--- config.mk ---
export PLATFORM = sky130hd
export DESIGN_NAME = sdram_ctrl_init_refresh
export DESIGN_NICKNAME = d
export VERILOG_FILES = /design/src/rtl/sdram_ctrl_pkg.sv /design/src/rtl/sdram_ctrl_wait_timer.sv /design/src/rtl/sdram_ctrl_init_refresh.sv
export SDC_FILE = /design/constraint.sdc
export NUM_CORES = 1
export LEC_CHECK = 0
export CORE_ASPECT_RATIO = 1.1
export CORE_MARGIN = 1.5
export CORE_UTILIZATION = 44
export DETAILED_ROUTE_END_ITERATION = 6
export PLACE_DENSITY = 0.65
export SYNTH_ARGS = -nofsm -noshare
export SYNTH_HDL_FRONTEND = slang
export SYNTH_HIERARCHICAL = 1
export SYNTH_SLANG_ARGS = --single-unit
--- constraint.sdc ---
create_clock -name HCLK -period 4.4 [get_ports HCLK]
set_input_delay 1.1 -clock HCLK [delete_from_list [all_inputs] [get_ports HCLK]]
set_output_delay 1.1 -clock HCLK [all_outputs]
set_load 0.03 [all_outputs]
--- src/rtl/sdram_ctrl_pkg.sv ---
// sdram_ctrl_pkg: shared types for the SDRAM controller slice.
//   sdram_cmds_t     : {cke, cs_n, ras_n, cas_n, we_n} command encoding
//   init_ref_state_t : init / refresh sequencer states
//   MRS field constants and the mode-register value builder.
// Optional feature macro: SDRAM_CTRL_SELF_REFRESH_EN (adds self-refresh states).
package sdram_ctrl_pkg;

  typedef enum logic [4:0] {
    CMD_NOP   = 5'b10111,
    CMD_ACT   = 5'b10011,
    CMD_READ  = 5'b10101,
    CMD_WRITE = 5'b10100,
    CMD_PRE   = 5'b10010,
    CMD_REF   = 5'b10001,
    CMD_MRS   = 5'b10000,
    CMD_SELF  = 5'b00001
  } sdram_cmds_t;

  typedef enum logic [4:0] {
    ST_IDLE,
    ST_INIT_WAIT,
    ST_INIT_PRE,
    ST_INIT_PRE_WAIT,
    ST_INIT_REF,
    ST_INIT_REF_WAIT,
    ST_INIT_MRS,
    ST_INIT_MRS_WAIT,
    ST_READY,
    ST_REF_PRE,
    ST_REF_PRE_WAIT,
    ST_REF,
    ST_REF_WAIT
`ifdef SDRAM_CTRL_SELF_REFRESH_EN
    ,
    ST_SR_PRE,
    ST_SR_PRE_WAIT,
    ST_SR_ENTER,
    ST_SR_ACTIVE,
    ST_SR_EXIT,
    ST_SR_EXIT_WAIT
`endif
  } init_ref_state_t;

  localparam logic        MRS_BT_SEQ   = 1'b0;   // sequential burst type
  localparam logic        MRS_WB_BURST = 1'b0;   // writes use programmed burst length
  localparam logic [13:0] ADDR_PRE_ALL = 14'h0400;

  // A[13:10]=0, A9=write burst, A[8:7]=0, A[6:4]=CL, A3=BT, A[2:0]=BL
  function automatic logic [13:0] mrs_value(input logic [1:0] cl, input logic [1:0] bl);
    return {4'b0000, MRS_WB_BURST, 2'b00, 1'b0, cl, MRS_BT_SEQ, 1'b0, bl};
  endfunction

endpackage

--- src/rtl/sdram_ctrl_wait_timer.sv ---
// sdram_ctrl_wait_timer: loadable down-counter, done while the count is zero.
//   clk_sys  in  clock
//   rst_b    in  async active-low reset
//   load     in  load load_val this cycle
//   load_val in  W-bit start value (cycles - 1 until done)
//   done     out count has reached zero
module sdram_ctrl_wait_timer #(
  parameter int W = 16
) (
  input  logic         clk_sys,
  input  logic         rst_b,
  input  logic         load,
  input  logic [W-1:0] load_val,
  output logic         done
);

  logic [W-1:0] cnt;

  always_ff @(posedge clk_sys or negedge rst_b) begin
    if (!rst_b)           cnt <= '0;
    else if (load)        cnt <= load_val;
    else if (cnt != '0)   cnt <= cnt - 1'b1;
  end

  assign done = (cnt == '0);

endmodule

--- src/rtl/sdram_ctrl_init_refresh.sv ---
// sdram_ctrl_init_refresh: power-up init sequencer and auto-refresh scheduler.
// Shares the SDRAM command bus with the main scheduler via cmd_req/cmd_gnt.
// Ports: HCLK, HRESETn; csr_ena/cl/bl/tRP/tRC/tREF config; all_banks_idle;
//   init_done, ref_req, ref_urgent, ref_ack, ref_overflow; cmd_req, cmd_gnt, cmd, cmd_addr.
// Optional macro SDRAM_CTRL_SELF_REFRESH_EN adds sr_req (in) / sr_ack (out).
//
// state            | meaning
// IDLE             | disabled, NOP
// INIT_WAIT        | power-up delay
// INIT_PRE(_WAIT)  | PRE-all, then tRP
// INIT_REF(_WAIT)  | init REF, then tRC, INIT_REF_CNT times
// INIT_MRS(_WAIT)  | mode register set, then TMRD
// READY            | init done, waiting for refresh work
// REF_PRE(_WAIT)   | PRE-all before refresh when banks are open
// REF(_WAIT)       | REF, then tRC, until nothing pending
// SR_*             | self-refresh entry / hold / exit (optional)
module sdram_ctrl_init_refresh
  import sdram_ctrl_pkg::*;
#(
  parameter int INIT_DLY_CNT = 25000,
  parameter int INIT_REF_CNT = 8,
  parameter int MAX_PENDING  = 8,
  parameter int TMRD         = 2
) (
  input  logic        HCLK,
  input  logic        HRESETn,
  input  logic        csr_ena,
  input  logic [1:0]  csr_cl,
  input  logic [1:0]  csr_bl,
  input  logic [3:0]  csr_tRP,
  input  logic [3:0]  csr_tRC,
  input  logic [15:0] csr_tREF,
  input  logic        all_banks_idle,
  output logic        init_done,
  output logic        ref_req,
  output logic        ref_urgent,
  input  logic        ref_ack,
  output logic        ref_overflow,
`ifdef SDRAM_CTRL_SELF_REFRESH_EN
  input  logic        sr_req,
  output logic        sr_ack,
`endif
  output logic        cmd_req,
  input  logic        cmd_gnt,
  output sdram_cmds_t cmd,
  output logic [13:0] cmd_addr
);

  localparam int          PW        = $clog2(MAX_PENDING + 1);
  localparam logic [15:0] DLY_LD    = 16'(INIT_DLY_CNT - 1);
  localparam logic        TMRD_LONG = (TMRD > 1);
  localparam logic [15:0] TMRD_LD   = (TMRD > 1) ? 16'(TMRD - 2) : 16'd0;

  init_ref_state_t state, nxt;
  logic            tmr_load, tmr_done;
  logic [15:0]     tmr_val;
  logic [7:0]      init_refs;
  logic [15:0]     ref_tmr;
  logic [PW-1:0]   pending, pending_d;
  logic            ref_run, ref_tick, ref_gnt, ovf_set;
  logic            trp_long, trc_long;
  logic [15:0]     trp_ld, trc_ld;

  // A wait of t cycles after the grant means t-1 wait-state cycles, so the
  // timer is loaded with t-2; t<=1 skips the wait state entirely.
  assign trp_long = (csr_tRP > 4'd1);
  assign trc_long = (csr_tRC > 4'd1);
  assign trp_ld   = {12'd0, csr_tRP} - 16'd2;
  assign trc_ld   = {12'd0, csr_tRC} - 16'd2;

  sdram_ctrl_wait_timer #(.W(16)) u_wait (
    .clk_sys  (HCLK),
    .rst_b    (HRESETn),
    .load     (tmr_load),
    .load_val (tmr_val),
    .done     (tmr_done)
  );

  assign ref_run    = (state == ST_READY)    || (state == ST_REF_PRE) ||
                      (state == ST_REF_PRE_WAIT) || (state == ST_REF) ||
                      (state == ST_REF_WAIT);
  assign ref_tick   = ref_run && (csr_tREF != 16'd0) && (ref_tmr == 16'd0);
  assign ref_gnt    = (state == ST_REF) && cmd_gnt;
  assign ref_req    = ref_run && (pending != '0);
  assign ref_urgent = (pending == PW'(MAX_PENDING));
  assign init_done  = (state >= ST_READY);
`ifdef SDRAM_CTRL_SELF_REFRESH_EN
  assign sr_ack     = (state == ST_SR_ACTIVE);
`endif

  // A tick and a REF grant in the same cycle cancel out; a tick that finds
  // the counter saturated is lost and flagged.
  always_comb begin
    pending_d = pending;
    ovf_set   = 1'b0;
    if (ref_tick && !ref_gnt) begin
      if (pending != PW'(MAX_PENDING)) pending_d = pending + 1'b1;
      else                             ovf_set   = 1'b1;
    end else if (!ref_tick && ref_gnt && pending != '0) begin
      pending_d = pending - 1'b1;
    end
  end

  always_ff @(posedge HCLK or negedge HRESETn) begin
    if (!HRESETn) begin
      state        <= ST_IDLE;
      init_refs    <= '0;
      ref_tmr      <= '0;
      pending      <= '0;
      ref_overflow <= 1'b0;
    end else begin
      state <= nxt;
      if (!csr_ena || state == ST_IDLE)         init_refs <= '0;
      else if (state == ST_INIT_REF && cmd_gnt) init_refs <= init_refs + 8'd1;
      if (ref_run)
        ref_tmr <= (ref_tmr == 16'd0) ? csr_tREF - 16'd1 : ref_tmr - 16'd1;
`ifdef SDRAM_CTRL_SELF_REFRESH_EN
      else if (state >= ST_SR_PRE)
        ref_tmr <= ref_tmr;
`endif
      else
        ref_tmr <= csr_tREF - 16'd1;
      if (!csr_ena) begin
        pending      <= '0;
        ref_overflow <= 1'b0;
`ifdef SDRAM_CTRL_SELF_REFRESH_EN
      end else if (state >= ST_SR_PRE) begin
        pending      <= '0;
`endif
      end else begin
        pending <= pending_d;
        if (ovf_set) ref_overflow <= 1'b1;
      end
    end
  end

  always_comb begin
    nxt      = state;
    cmd_req  = 1'b0;
    cmd      = CMD_NOP;
    cmd_addr = '0;
    tmr_load = 1'b0;
    tmr_val  = '0;
    case (state)
      ST_IDLE: if (csr_ena) begin
        nxt = ST_INIT_WAIT; tmr_load = 1'b1; tmr_val = DLY_LD;
      end
      ST_INIT_WAIT: if (tmr_done) nxt = ST_INIT_PRE;
      ST_INIT_PRE: begin
        cmd_req = 1'b1; cmd = CMD_PRE; cmd_addr = ADDR_PRE_ALL;
        if (cmd_gnt) begin
          nxt = trp_long ? ST_INIT_PRE_WAIT : ST_INIT_REF;
          tmr_load = trp_long; tmr_val = trp_ld;
        end
      end
      ST_INIT_PRE_WAIT: if (tmr_done) nxt = ST_INIT_REF;
      ST_INIT_REF: begin
        cmd_req = 1'b1; cmd = CMD_REF;
        if (cmd_gnt) begin
          tmr_load = trc_long; tmr_val = trc_ld;
          if (trc_long)                                nxt = ST_INIT_REF_WAIT;
          else if (init_refs == 8'(INIT_REF_CNT - 1))  nxt = ST_INIT_MRS;
        end
      end
      ST_INIT_REF_WAIT: if (tmr_done)
        nxt = (init_refs == 8'(INIT_REF_CNT)) ? ST_INIT_MRS : ST_INIT_REF;
      ST_INIT_MRS: begin
        cmd_req = 1'b1; cmd = CMD_MRS; cmd_addr = mrs_value(csr_cl, csr_bl);
        if (cmd_gnt) begin
          nxt = TMRD_LONG ? ST_INIT_MRS_WAIT : ST_READY;
          tmr_load = TMRD_LONG; tmr_val = TMRD_LD;
        end
      end
      ST_INIT_MRS_WAIT: if (tmr_done) nxt = ST_READY;
      ST_READY: begin
`ifdef SDRAM_CTRL_SELF_REFRESH_EN
        if (sr_req) nxt = all_banks_idle ? ST_SR_ENTER : ST_SR_PRE;
        else
`endif
        if (ref_req && ref_ack) nxt = all_banks_idle ? ST_REF : ST_REF_PRE;
      end
      ST_REF_PRE: begin
        cmd_req = 1'b1; cmd = CMD_PRE; cmd_addr = ADDR_PRE_ALL;
        if (cmd_gnt) begin
          nxt = trp_long ? ST_REF_PRE_WAIT : ST_REF;
          tmr_load = trp_long; tmr_val = trp_ld;
        end
      end
      ST_REF_PRE_WAIT: if (tmr_done) nxt = ST_REF;
      ST_REF: begin
        cmd_req = 1'b1; cmd = CMD_REF;
        if (cmd_gnt) begin
          tmr_load = trc_long; tmr_val = trc_ld;
          if (trc_long) nxt = ST_REF_WAIT;
          else          nxt = (pending_d != '0) ? ST_REF : ST_READY;
        end
      end
      ST_REF_WAIT: if (tmr_done) nxt = (pending != '0) ? ST_REF : ST_READY;
`ifdef SDRAM_CTRL_SELF_REFRESH_EN
      ST_SR_PRE: begin
        cmd_req = 1'b1; cmd = CMD_PRE; cmd_addr = ADDR_PRE_ALL;
        if (cmd_gnt) begin
          nxt = trp_long ? ST_SR_PRE_WAIT : ST_SR_ENTER;
          tmr_load = trp_long; tmr_val = trp_ld;
        end
      end
      ST_SR_PRE_WAIT: if (tmr_done) nxt = ST_SR_ENTER;
      ST_SR_ENTER: begin
        cmd_req = 1'b1; cmd = CMD_SELF;
        if (cmd_gnt) nxt = ST_SR_ACTIVE;
      end
      // Keep driving CKE low for the whole self-refresh period.
      ST_SR_ACTIVE: begin
        cmd = CMD_SELF;
        if (!sr_req) nxt = ST_SR_EXIT;
      end
      ST_SR_EXIT: begin
        cmd_req = 1'b1; cmd = CMD_NOP;
        if (cmd_gnt) begin
          nxt = trc_long ? ST_SR_EXIT_WAIT : ST_REF;
          tmr_load = trc_long; tmr_val = trc_ld;
        end
      end
      ST_SR_EXIT_WAIT: if (tmr_done) nxt = ST_REF;
`endif
      default: nxt = ST_IDLE;
    endcase
    if (!csr_ena) nxt = ST_IDLE;
  end

endmodule
==> results.toml <==
[timing]
clock.fmax_ghz = 0.254
period_minus_slack_ps = 3940
whs_ps = 536
tightest_slew_ps = 905
fin_crit_sh_pct = 89.6
relSlewSlack_pct = 39.5
tns_ps = 0
rsz0062_at_grt = "false"
finalMaxSlewViolations = 0
hold_viol_final = 0
fin_skew_ps = 17.0
setup_viol = 0

[clock_tree]
cts_hold_buf = 0
numCtsBuffers = 5
clock_latency_ps = 310
cts_setup_buffers = 0
ctsHtreeMaxLevel = 2
cts_tree = "done"
clkSinkCount = 49
clkTransAtPathRegs_ps = 100
root_buffer = "clkbuf_8"
cts.repair.resized = 0
clock_path_buffers = 2

[min_path]
worstHoldPathCells = 2
hold_path_end = "ref_overflow"
min_path_type = "flip-flop to flip-flop"
hp-start = "ref_overflow"

[setup_path]
slowest_delay_ps = 670
rr_endpoint = "state[1]"
critPathRequiredTime_ps = 3300
crit_chain = "nor2_1, a22oi_1, nand3b_1, nand2_1, clkdlybuf4s50_1"
critPathKind = "flip-flop to primary output"
rrSetupSlack_ps = 1270
worst_setup_path_end_kind = "primary output"
cpMaxStageDelayCell = "clkdlybuf4s50_1"
arrival_ps = 2840
cp-start-kind = "flip-flop"
cp_max_fo = 14
timing.rr.start = "state[1]"
r2r.worst_path.cells = 7

[route]
vias = 3375
finalWirelength_mm = 8.54
drtIter0Drc = 175
via_per_inst = 5.52
ant_nets = 0
drt_pass1_iterations = 4
top_layer_used = "met4"
drc = 0
wl_met1_mm = 3.91
routed-wl-met2_mm = 4.26
wl_met3_um = 241
wire_per_inst_um = 14.0

[global_routing]
grt_max_degree = 34
grt_pass1_vias = 3156
grtUsageTotal_pct = 19.0
antenna_found_initial = 0
overflow = 0
grt_pass1_wl_mm = 14.3

[yosys]
ys_warn_count = 6
synth-edff-count = 0
syn_area_per_cell_um2 = 8.33
ys_ff_latch = 49
synth_area_leader_cell = "dfrtp_1"
synth_top_area_share_pct = 32.2
synthTopCellsByCount = "54 x nand2_1, 49 x dfrtp_1, 40 x nor2_1, 31 x a21oi_1, 24 x inv_1"
synth_area_um2 = 3810
synth-async-reset-ratio_pct = 100
syn_inst = 458
synth.most_common_cell = "nand2_1"
ys_types = 71
synthFlopType = "dfrtp_1"
synthTopCellsByArea = "dfrtp_1 32%, nand2_1 5.3%, xnor2_1 5.3%"
synth.yosys.seq_area_share_pct = 32.2

[power]
switching_share_pct = 38.7
power_density_nw_per_um2 = 351
intPower_uw = 955
clockPowerShare_pct = 21.3
leakage_nw = 1.81
vdd_drop_max_v = 0.000130
power_frac_comb_pct = 39.6
p_seq_share_pct = 39.1
p_sw_uw = 602

[job]
max_cap_violations = 0

[layout]
final_net_count = 544
drive_gt1_share_pct = 7.60
antennaDiodeCount = 0
area_growth_pct = 16.5

[floorplan]
die_area_um2 = 9240
die_width_um = 91.8
die_h_um = 101
rows = 35
initial_core_util_pct = 45.4
core_um2 = 8410
pin_count = 58

[placed_design]
place.gp.congestion = 0.869
portBuffers = 46
dp_hpwl_mm = 6.39

[status]
status = "completed"
## state kept, by name (all words and copies together), names as in the netlist
| register | count |
|---|---|
| init_refs | 8 |
| ref_overflow | 1 |
| u_wait/cnt | 16 |
| ref_tmr | 16 |
| state | 4 |
| pending | 4 |
## how the worst max path moves through the flow
stage / start / end / cells after the start
2_1_floorplan: csr_tREF[8] / state[0] / 8
3_3_place_gp: csr_tREF[8] / state[0] / 8
3_5_place_dp: csr_tREF[8] / state[0] / 8
4_1_cts: state[1] / cmd[1] / 5
5_1_grt: state[1] / cmd[1] / 5
6_report: state[1] / cmd[1] / 5
## metrics by stage
stage	setup slack, ps	util, %	instances	total power [mW]	area (um^2)
3_5_place_dp	455	51.5	603	1.23	4330
2_1_floorplan	1220	-	467	1.07	3850
5_1_grt	321	52.8	611	1.67	4440
3_3_place_gp	591	51.5	603	1.22	4330
6_report	459	52.8	611	1.56	4440
4_1_cts	514	52.8	611	1.57	4440
## layer usage
metal | vias to the layer above | GRT usage, %
met1 | 1626 | 24.2
li1 | 1680 | -
met5 | - | 0
met4 | 0 | 6.27
met2 | 60 | 33.0
met3 | 9 | 2.79
## power by group through the flow
stage	logic [mW]	registers (mW)	clock network (mW)
2_1_floorplan	0.479	0.592	0
5_1_grt	0.691	0.623	0.355
3_5_place_dp	0.613	0.618	0
4_1_cts	0.618	0.609	0.339
3_3_place_gp	0.604	0.613	0
6_report	0.617	0.610	0.332
## layout make-up
type / instances / area, um^2
multi-input combinational: 365 / 2360
timing repair buffer: 53 / 508
fill: 831 / 3970
inverter: 25 / 93.8
tap: 111 / 139
sequential: 49 / 1230
clock buffer: 6 / 72.6
clock inverter: 2 / 38.8
## cells by family after synthesis
family                   share of synthesized area (%)
flip-flops                                        32.2
AO/OA/AOI/OAI                                     14.4
multiplexers                                      3.22
AND/OR/NAND/NOR                                   30.3
other                                            0.197
XOR/XNOR                                          9.42
buffers and inverters                             6.76
adder cells (fa/ha/maj)                           3.61
## cell usage in the layout, fill, tap and decap left out, drive strengths merged, types with 18 or more instances in the layout
cell type / count
xor2: 18
inv: 24
o21ai: 19
clkdlybuf4s50: 45
nor2: 42
nor3: 18
dfrtp: 49
xnor2: 23
a21oi: 31
nand2: 54
## worst max-delay path, delay by kind of cell, from the launching register on
kind            cells  cell delay (ps)
simple gates        3              640
buf+inv             1              670
flops               1              630
compound gates      1              580
Power figures use the tool's default switching activity.
